**src/rtl/osc_scan_pkg.sv**
```systemverilog
// Shared types and parameter defaults for the oscillation scan controller.
// Imported by the top module so state encoding and defaults live in one place.
package osc_scan_pkg;

  localparam int VEC_W_DEF      = 8;
  localparam int SETTLE_CYC_DEF = 4;
  localparam int WINDOW_CYC_DEF = 16;
  localparam int THRESH_DEF     = 2;

  typedef enum logic [2:0] {
    ST_IDLE,
    ST_SETTLE,
    ST_SAMPLE,
    ST_EVAL,
    ST_DONE
  } scan_state_t;

  // Bits needed to hold values 0..max_val, never less than one bit.
  function automatic int cnt_width(input int max_val);
    return (max_val < 2) ? 1 : $clog2(max_val + 1);
  endfunction

endpackage

```
**src/rtl/osc_sync2.sv**
```systemverilog
// Two-flop synchronizer bringing an asynchronous netlist node into the clk domain.
module osc_sync2 (
  input  logic clk,
  input  logic rst_n,
  input  logic d,
  output logic q
);

  logic meta;

  always_ff @(posedge clk or negedge rst_n) begin
    if (!rst_n) begin
      meta <= 1'b0;
      q    <= 1'b0;
    end else begin
      meta <= d;
      q    <= meta;
    end
  end

endmodule

```
**src/rtl/osc_scan_ctrl.sv**
```systemverilog
// Steps a stimulus vector across [vec_lo, vec_hi], watches the feedback node for
// oscillation after each vector settles, and records which vectors made it ring.
module osc_scan_ctrl
  import osc_scan_pkg::*;
#(
  parameter int VEC_W      = VEC_W_DEF,
  parameter int SETTLE_CYC = SETTLE_CYC_DEF,
  parameter int WINDOW_CYC = WINDOW_CYC_DEF,
  parameter int THRESH     = THRESH_DEF
) (
  input  logic             clk,
  input  logic             rst_n,
  input  logic             start,
  input  logic             abort,
  input  logic [VEC_W-1:0] vec_lo,
  input  logic [VEC_W-1:0] vec_hi,
  input  logic             probe_in,
  input  logic             osc_flag_in,
  output logic [VEC_W-1:0] vec_out,
  output logic             busy,
  output logic             done,
  output logic             err_range,
  output logic             hit,
  output logic [VEC_W-1:0] first_hit_vec,
  output logic [VEC_W:0]   hit_count
);

  localparam int PH_MAX = (SETTLE_CYC > WINDOW_CYC) ? SETTLE_CYC : WINDOW_CYC;
  localparam int PH_W   = cnt_width(PH_MAX);
  localparam int TOG_W  = cnt_width(THRESH);

  localparam logic [PH_W-1:0]  SETTLE_LAST = PH_W'(SETTLE_CYC - 1);
  localparam logic [PH_W-1:0]  WINDOW_LAST = PH_W'(WINDOW_CYC - 1);
  localparam logic [TOG_W-1:0] THRESH_V    = TOG_W'(THRESH);

  scan_state_t      state;
  logic [VEC_W-1:0] hi_q;
  logic [PH_W-1:0]  ph_cnt;
  logic [TOG_W-1:0] tog_cnt;
  logic             seen;
  logic             probe_sync;
  logic             probe_prev;
  logic             flag_sync;
  logic             probe_edge;
  logic             osc_now;

  osc_sync2 u_sync_probe (
    .clk   (clk),
    .rst_n (rst_n),
    .d     (probe_in),
    .q     (probe_sync)
  );

  osc_sync2 u_sync_flag (
    .clk   (clk),
    .rst_n (rst_n),
    .d     (osc_flag_in),
    .q     (flag_sync)
  );

  assign probe_edge = probe_sync ^ probe_prev;
  assign osc_now    = (tog_cnt >= THRESH_V) || seen;

  // Abort overrides everything outside IDLE; partial results are deliberately kept.
  always_ff @(posedge clk or negedge rst_n) begin
    if (!rst_n) begin
      state         <= ST_IDLE;
      hi_q          <= '0;
      ph_cnt        <= '0;
      tog_cnt       <= '0;
      seen          <= 1'b0;
      probe_prev    <= 1'b0;
      vec_out       <= '0;
      busy          <= 1'b0;
      done          <= 1'b0;
      err_range     <= 1'b0;
      hit           <= 1'b0;
      first_hit_vec <= '0;
      hit_count     <= '0;
    end else begin
      err_range  <= 1'b0;
      done       <= 1'b0;
      probe_prev <= probe_sync;
      if (abort && (state != ST_IDLE)) begin
        state <= ST_IDLE;
        busy  <= 1'b0;
      end else begin
        unique case (state)
          ST_IDLE: begin
            if (start) begin
              if (vec_lo > vec_hi) begin
                err_range <= 1'b1;
              end else begin
                hi_q          <= vec_hi;
                vec_out       <= vec_lo;
                hit           <= 1'b0;
                first_hit_vec <= '0;
                hit_count     <= '0;
                ph_cnt        <= '0;
                busy          <= 1'b1;
                state         <= ST_SETTLE;
              end
            end
          end
          ST_SETTLE: begin
            if (ph_cnt == SETTLE_LAST) begin
              ph_cnt  <= '0;
              tog_cnt <= '0;
              seen    <= 1'b0;
              state   <= ST_SAMPLE;
            end else begin
              ph_cnt <= ph_cnt + PH_W'(1);
            end
          end
          ST_SAMPLE: begin
            if (probe_edge && (tog_cnt < THRESH_V)) begin
              tog_cnt <= tog_cnt + TOG_W'(1);
            end
            if (flag_sync) begin
              seen <= 1'b1;
            end
            if (ph_cnt == WINDOW_LAST) begin
              ph_cnt <= '0;
              state  <= ST_EVAL;
            end else begin
              ph_cnt <= ph_cnt + PH_W'(1);
            end
          end
          ST_EVAL: begin
            if (osc_now) begin
              if (!hit) begin
                hit           <= 1'b1;
                first_hit_vec <= vec_out;
              end
              hit_count <= hit_count + {{VEC_W{1'b0}}, 1'b1};
            end
            // Stop on the last vector before incrementing so all-ones never wraps.
            if (vec_out == hi_q) begin
              done  <= 1'b1;
              state <= ST_DONE;
            end else begin
              vec_out <= vec_out + {{(VEC_W-1){1'b0}}, 1'b1};
              ph_cnt  <= '0;
              state   <= ST_SETTLE;
            end
          end
          ST_DONE: begin
            busy  <= 1'b0;
            state <= ST_IDLE;
          end
          default: begin
            busy  <= 1'b0;
            state <= ST_IDLE;
          end
        endcase
      end
    end
  end

endmodule
```
**config.mk**
```make
export PLATFORM = sky130hd
export DESIGN_NAME = osc_scan_ctrl
export DESIGN_NICKNAME = d
export VERILOG_FILES = /design/src/rtl/osc_scan_pkg.sv /design/src/rtl/osc_sync2.sv /design/src/rtl/osc_scan_ctrl.sv
export SDC_FILE = /design/constraint.sdc
export NUM_CORES = 1
export LEC_CHECK = 0
export ABC_CLOCK_PERIOD_IN_PS = 2000
export CAP_MARGIN = 20
export CORE_ASPECT_RATIO = 1.1
export CORE_MARGIN = 2
export CORE_UTILIZATION = 27
export CTS_CLUSTER_SIZE = 25
export DETAILED_ROUTE_END_ITERATION = 10
export PLACE_DENSITY = 0.5
export SLEW_MARGIN = 10
export SYNTH_ARGS = -nofsm -noshare
export SYNTH_HDL_FRONTEND = slang
export SYNTH_HIERARCHICAL = 1
export SYNTH_SLANG_ARGS = --single-unit
```
**constraint.sdc**
```tcl
create_clock -name clk -period 2 [get_ports clk]
set_input_delay 0.4 -clock clk [delete_from_list [all_inputs] [get_ports clk]]
set_output_delay 0.4 -clock clk [all_outputs]
set_load 0.01 [all_outputs]
```
==> flow_metrics.tcl <==
set metrics [dict create \
    synthMuxAreaShare_pct 4.400 \
    cp_slowest_cell "or3_4" \
    synth-edff-count 0 \
    die_h_um 113.2 \
    run_status "finished, final reports clean" \
    p_total_mw 4.419 \
    cts.path.max_buffers 2 \
    insertion_delay_ps 290 \
    setup_violations 0 \
    viasPerCell 4.683 \
    cts_sinks 53 \
    grt_pass1_wl_um 13320 \
    clk_pin_slew_ps 70 \
    ys_warn_count 6 \
    finalHoldViolations 0 \
    dp_slack_ps -1028 \
    vias 2646 \
    startpoint_type "input pin" \
    start_util_pct 27.92 \
    crit_family "simple AND/OR/NAND/NOR gates" \
    grt_max_degree 54 \
    p_per_area_mw_per_mm2 1005 \
    core_area_mm2 0.01049 \
    cp.arrival_ps 2160 \
    peakVddDrop_mv 0.4316 \
    area_growth_pct 50.19 \
    cpPeakStageDelay_ps 420 \
    cp.required_ps 2180 \
    rsz0062_at_grt "yes" \
    cts_root_buffer "clkbuf_16" \
    place_inst 548 \
    synth_area_mm2 0.002929 \
    syn_nets 350 \
    num_antenna_cells 0 \
    synthDistinctLibCells 53 \
    fillerInstances 1040 \
    syn_inst 314 \
    leakagePower_nw 1.938 \
    hpwl_um 6068 \
    fp-row-count 39 \
    drt_iter0_markers 157 \
    firstDrtPassIters 4 \
    fmax_mhz 504.3 \
    place_area_mm2 0.004110 \
    synth.area.top_cells "dfrtp_1 45%, ha_1 6.0%, nand2_1 4.9%" \
    synth_top_area_share_pct 45.28 \
    critPathMaxFanout 6 \
    whs_ps 101.2 \
    synth_adder_area_share_pct 5.980 \
    tns_ps 0 \
    crit_type "in -> reg" \
    ant_nets 0 \
    slew_viol_final 0 \
    dieArea_mm2 0.01170 \
    cts_tree "yes" \
    grt_pass1_vias 2639 \
    ioPinCount 51 \
    numCtsBuffers 5 \
    h-tree-depth 2 \
    final_area_mm2 0.004399 \
    ys.flop_type "dfrtp_1" \
    worstPathCellList "buf_4 > ha_4 > nand4_4 > nor2_4 > a21oi_2 > or3_4 > a211oi_4 > mux2_4" \
    fin_cells 565 \
    end_kind "flip-flop" \
    synth_top_family_by_area "simple AND/OR/NAND/NOR gates" \
    die_x_um 103.3 \
    drive_gt1_share_pct 30.33 \
    drv_cap 0 \
    fin_crit_sh_pct 99.14 \
    wirelength_um 8010 \
    syn_area_per_cell_um2 9.328 \
    grt_usage_pct 14.62 \
    overflow 0 \
    worst_pin_slew_ps 361.6 \
    fin_ws_ps 17.13 \
    synthArstFlopShare_pct 100.0 \
    synth_compound_area_share_pct 16.36 \
    yosys.area_share.simple_pct 20.55 \
    worstHoldPathType "in -> async" \
    path_buf_inv 1 \
    routabilityCongestion 0.7880 \
    fin_util_pct 41.93 \
    avgRoutedWirePerCell_um 14.18 \
    fin_crit_ps 1983 \
    synth_largest_area_cell "dfrtp_1" \
    ys_ff_latch 53 \
    port_buffers 50 \
    synthXorXnorAreaFrac_pct 2.990 \
    antenna_found_initial 0 \
    num-nets-final 458 \
    synth_seq_area_share_pct 45.28 \
    clock_skew_ps 6.244 \
    drc 0 \
    slew_headroom_pct 75.80 \
]
[cells in the mapped netlist (2+ instances only)]
cell       number
o21a_1          4
o2bb2ai_1       3
mux2_2          4
a21oi_2         2
o31ai_1         2
nor3_1         12
clkbuf_1        7
nand4_1         3
o211ai_1        3
or3_1           3
nor2b_1         4
a21o_1          2
mux2_1          3
nand3_1        12
and2_1          2
and3_1          2
a21oi_1        16
ha_1           14
inv_1          21
buf_4           2
xnor2_1        10
nor3_4          2
mux2i_1         5
nor2_1         28
a2bb2oi_1       2
a31oi_1         3
dfrtp_1        53
nand2_1        38
buf_2           2
a211oi_2        2
o21ai_0        23
o22a_1          2
a211oi_1        3
[metal layers]
metal | global-route usage, % | vias up | wire, um
li1 | - | 1321 | -
met5 | 0 | - | 0
met1 | 20.26 | 1259 | 3749
met4 | 5.263 | 0 | 161
met2 | 23.07 | 55 | 3815
met3 | 2.162 | 11 | 283
[logic make-up after synthesis]
| group | after synthesis |
|---|---|
| buffers and inverters | 32 |
| DFF | 53 |
| xor gates and xnor gates | 10 |
| and+or+nand+nor | 119 |
| adders and majority gates | 14 |
| AOI/OAI and AO/OA | 74 |
| muxes | 12 |
[cell usage in the layout, fill, tap and decap left out, drive strengths merged, types with 2 or more instances in the layout]
master          n
buf            79
dfrtp          53
nand2          39
clkdlybuf4s50  33
nor2           29
o21ai          23
inv            21
a21oi          18
nor3           14
ha             14
nand3          12
xnor2          10
mux2            7
mux2i           5
clkbuf          5
a211oi          5
nor2b           4
o21a            4
nand4           4
o211ai          3
a31oi           3
o2bb2ai         3
or3             3
a21o            2
and3            2
and2            2
a2bb2oi         2
o22a            2
o31ai           2
or3b            2
[worst reg2reg max path, delay by kind of cell, from the launching register on]
| kind | cells | cell delay (ps) |
|---|---|---|
| AOI/OAI and AO/OA | 1 | 310 |
| DFF | 1 | 400 |
| muxes | 1 | 330 |
| and+or+nand+nor | 3 | 800 |
[report_power, final]
part | total [mW] | switching (mW) | internal [mW]
clock network | 0.968 | 0.386 | 0.582
registers | 1.54 | 0.212 | 1.32
logic | 1.92 | 0.883 | 1.03
[final timing paths]
path / from / end / slack, ps / depth (start not counted)
max in group asynchronous: rst_n / first_hit_vec[6] / 1650 / 2
min in group clk: vec_hi[0] / hi_q[0] / 320 / 3
setup reg to reg: state[2] / ph_cnt[1] / 50 / 5
hold / removal: rst_n / state[2] / 100 / 2
hold reg to reg: u_sync_flag/meta / u_sync_flag/q / 350 / 0
setup / recovery: vec_lo[7] / ph_cnt[1] / 20 / 8
[layout make-up]
type                       instances  area (um2)  share of cell area (%)
clock buffer                       5       125.1                   2.844
inverter                          21       101.3                   2.304
clock inverter                     2       35.03                  0.7964
timing repair buffer             112       982.2                   22.33
multi-input combinational        229        1650                   37.51
sequential                        53        1326                   30.15
tap                              143       178.9                   4.067
[sequential cells by signal, indices dropped and copies added (netlist names)]
register,count
first_hit_vec,8
vec_out,8
seen,1
done,1
probe_prev,1
tog_cnt,2
ph_cnt,5
u_sync_probe/meta,1
u_sync_probe/q,1
u_sync_flag/q,1
busy,1
state,3
u_sync_flag/meta,1
err_range,1
hit,1
hit_count,9
hi_q,8
[timing repair]
item                       in CTS  in global routing
setup endpoints to repair      42                 23
hold buffers                    0                  0
gates resized for setup        87                 15
hold endpoints to repair        0                  0
pin swaps                      14                  6
buffers inserted                4                  6
No activity file was read; power rests on OpenSTA's default activity.
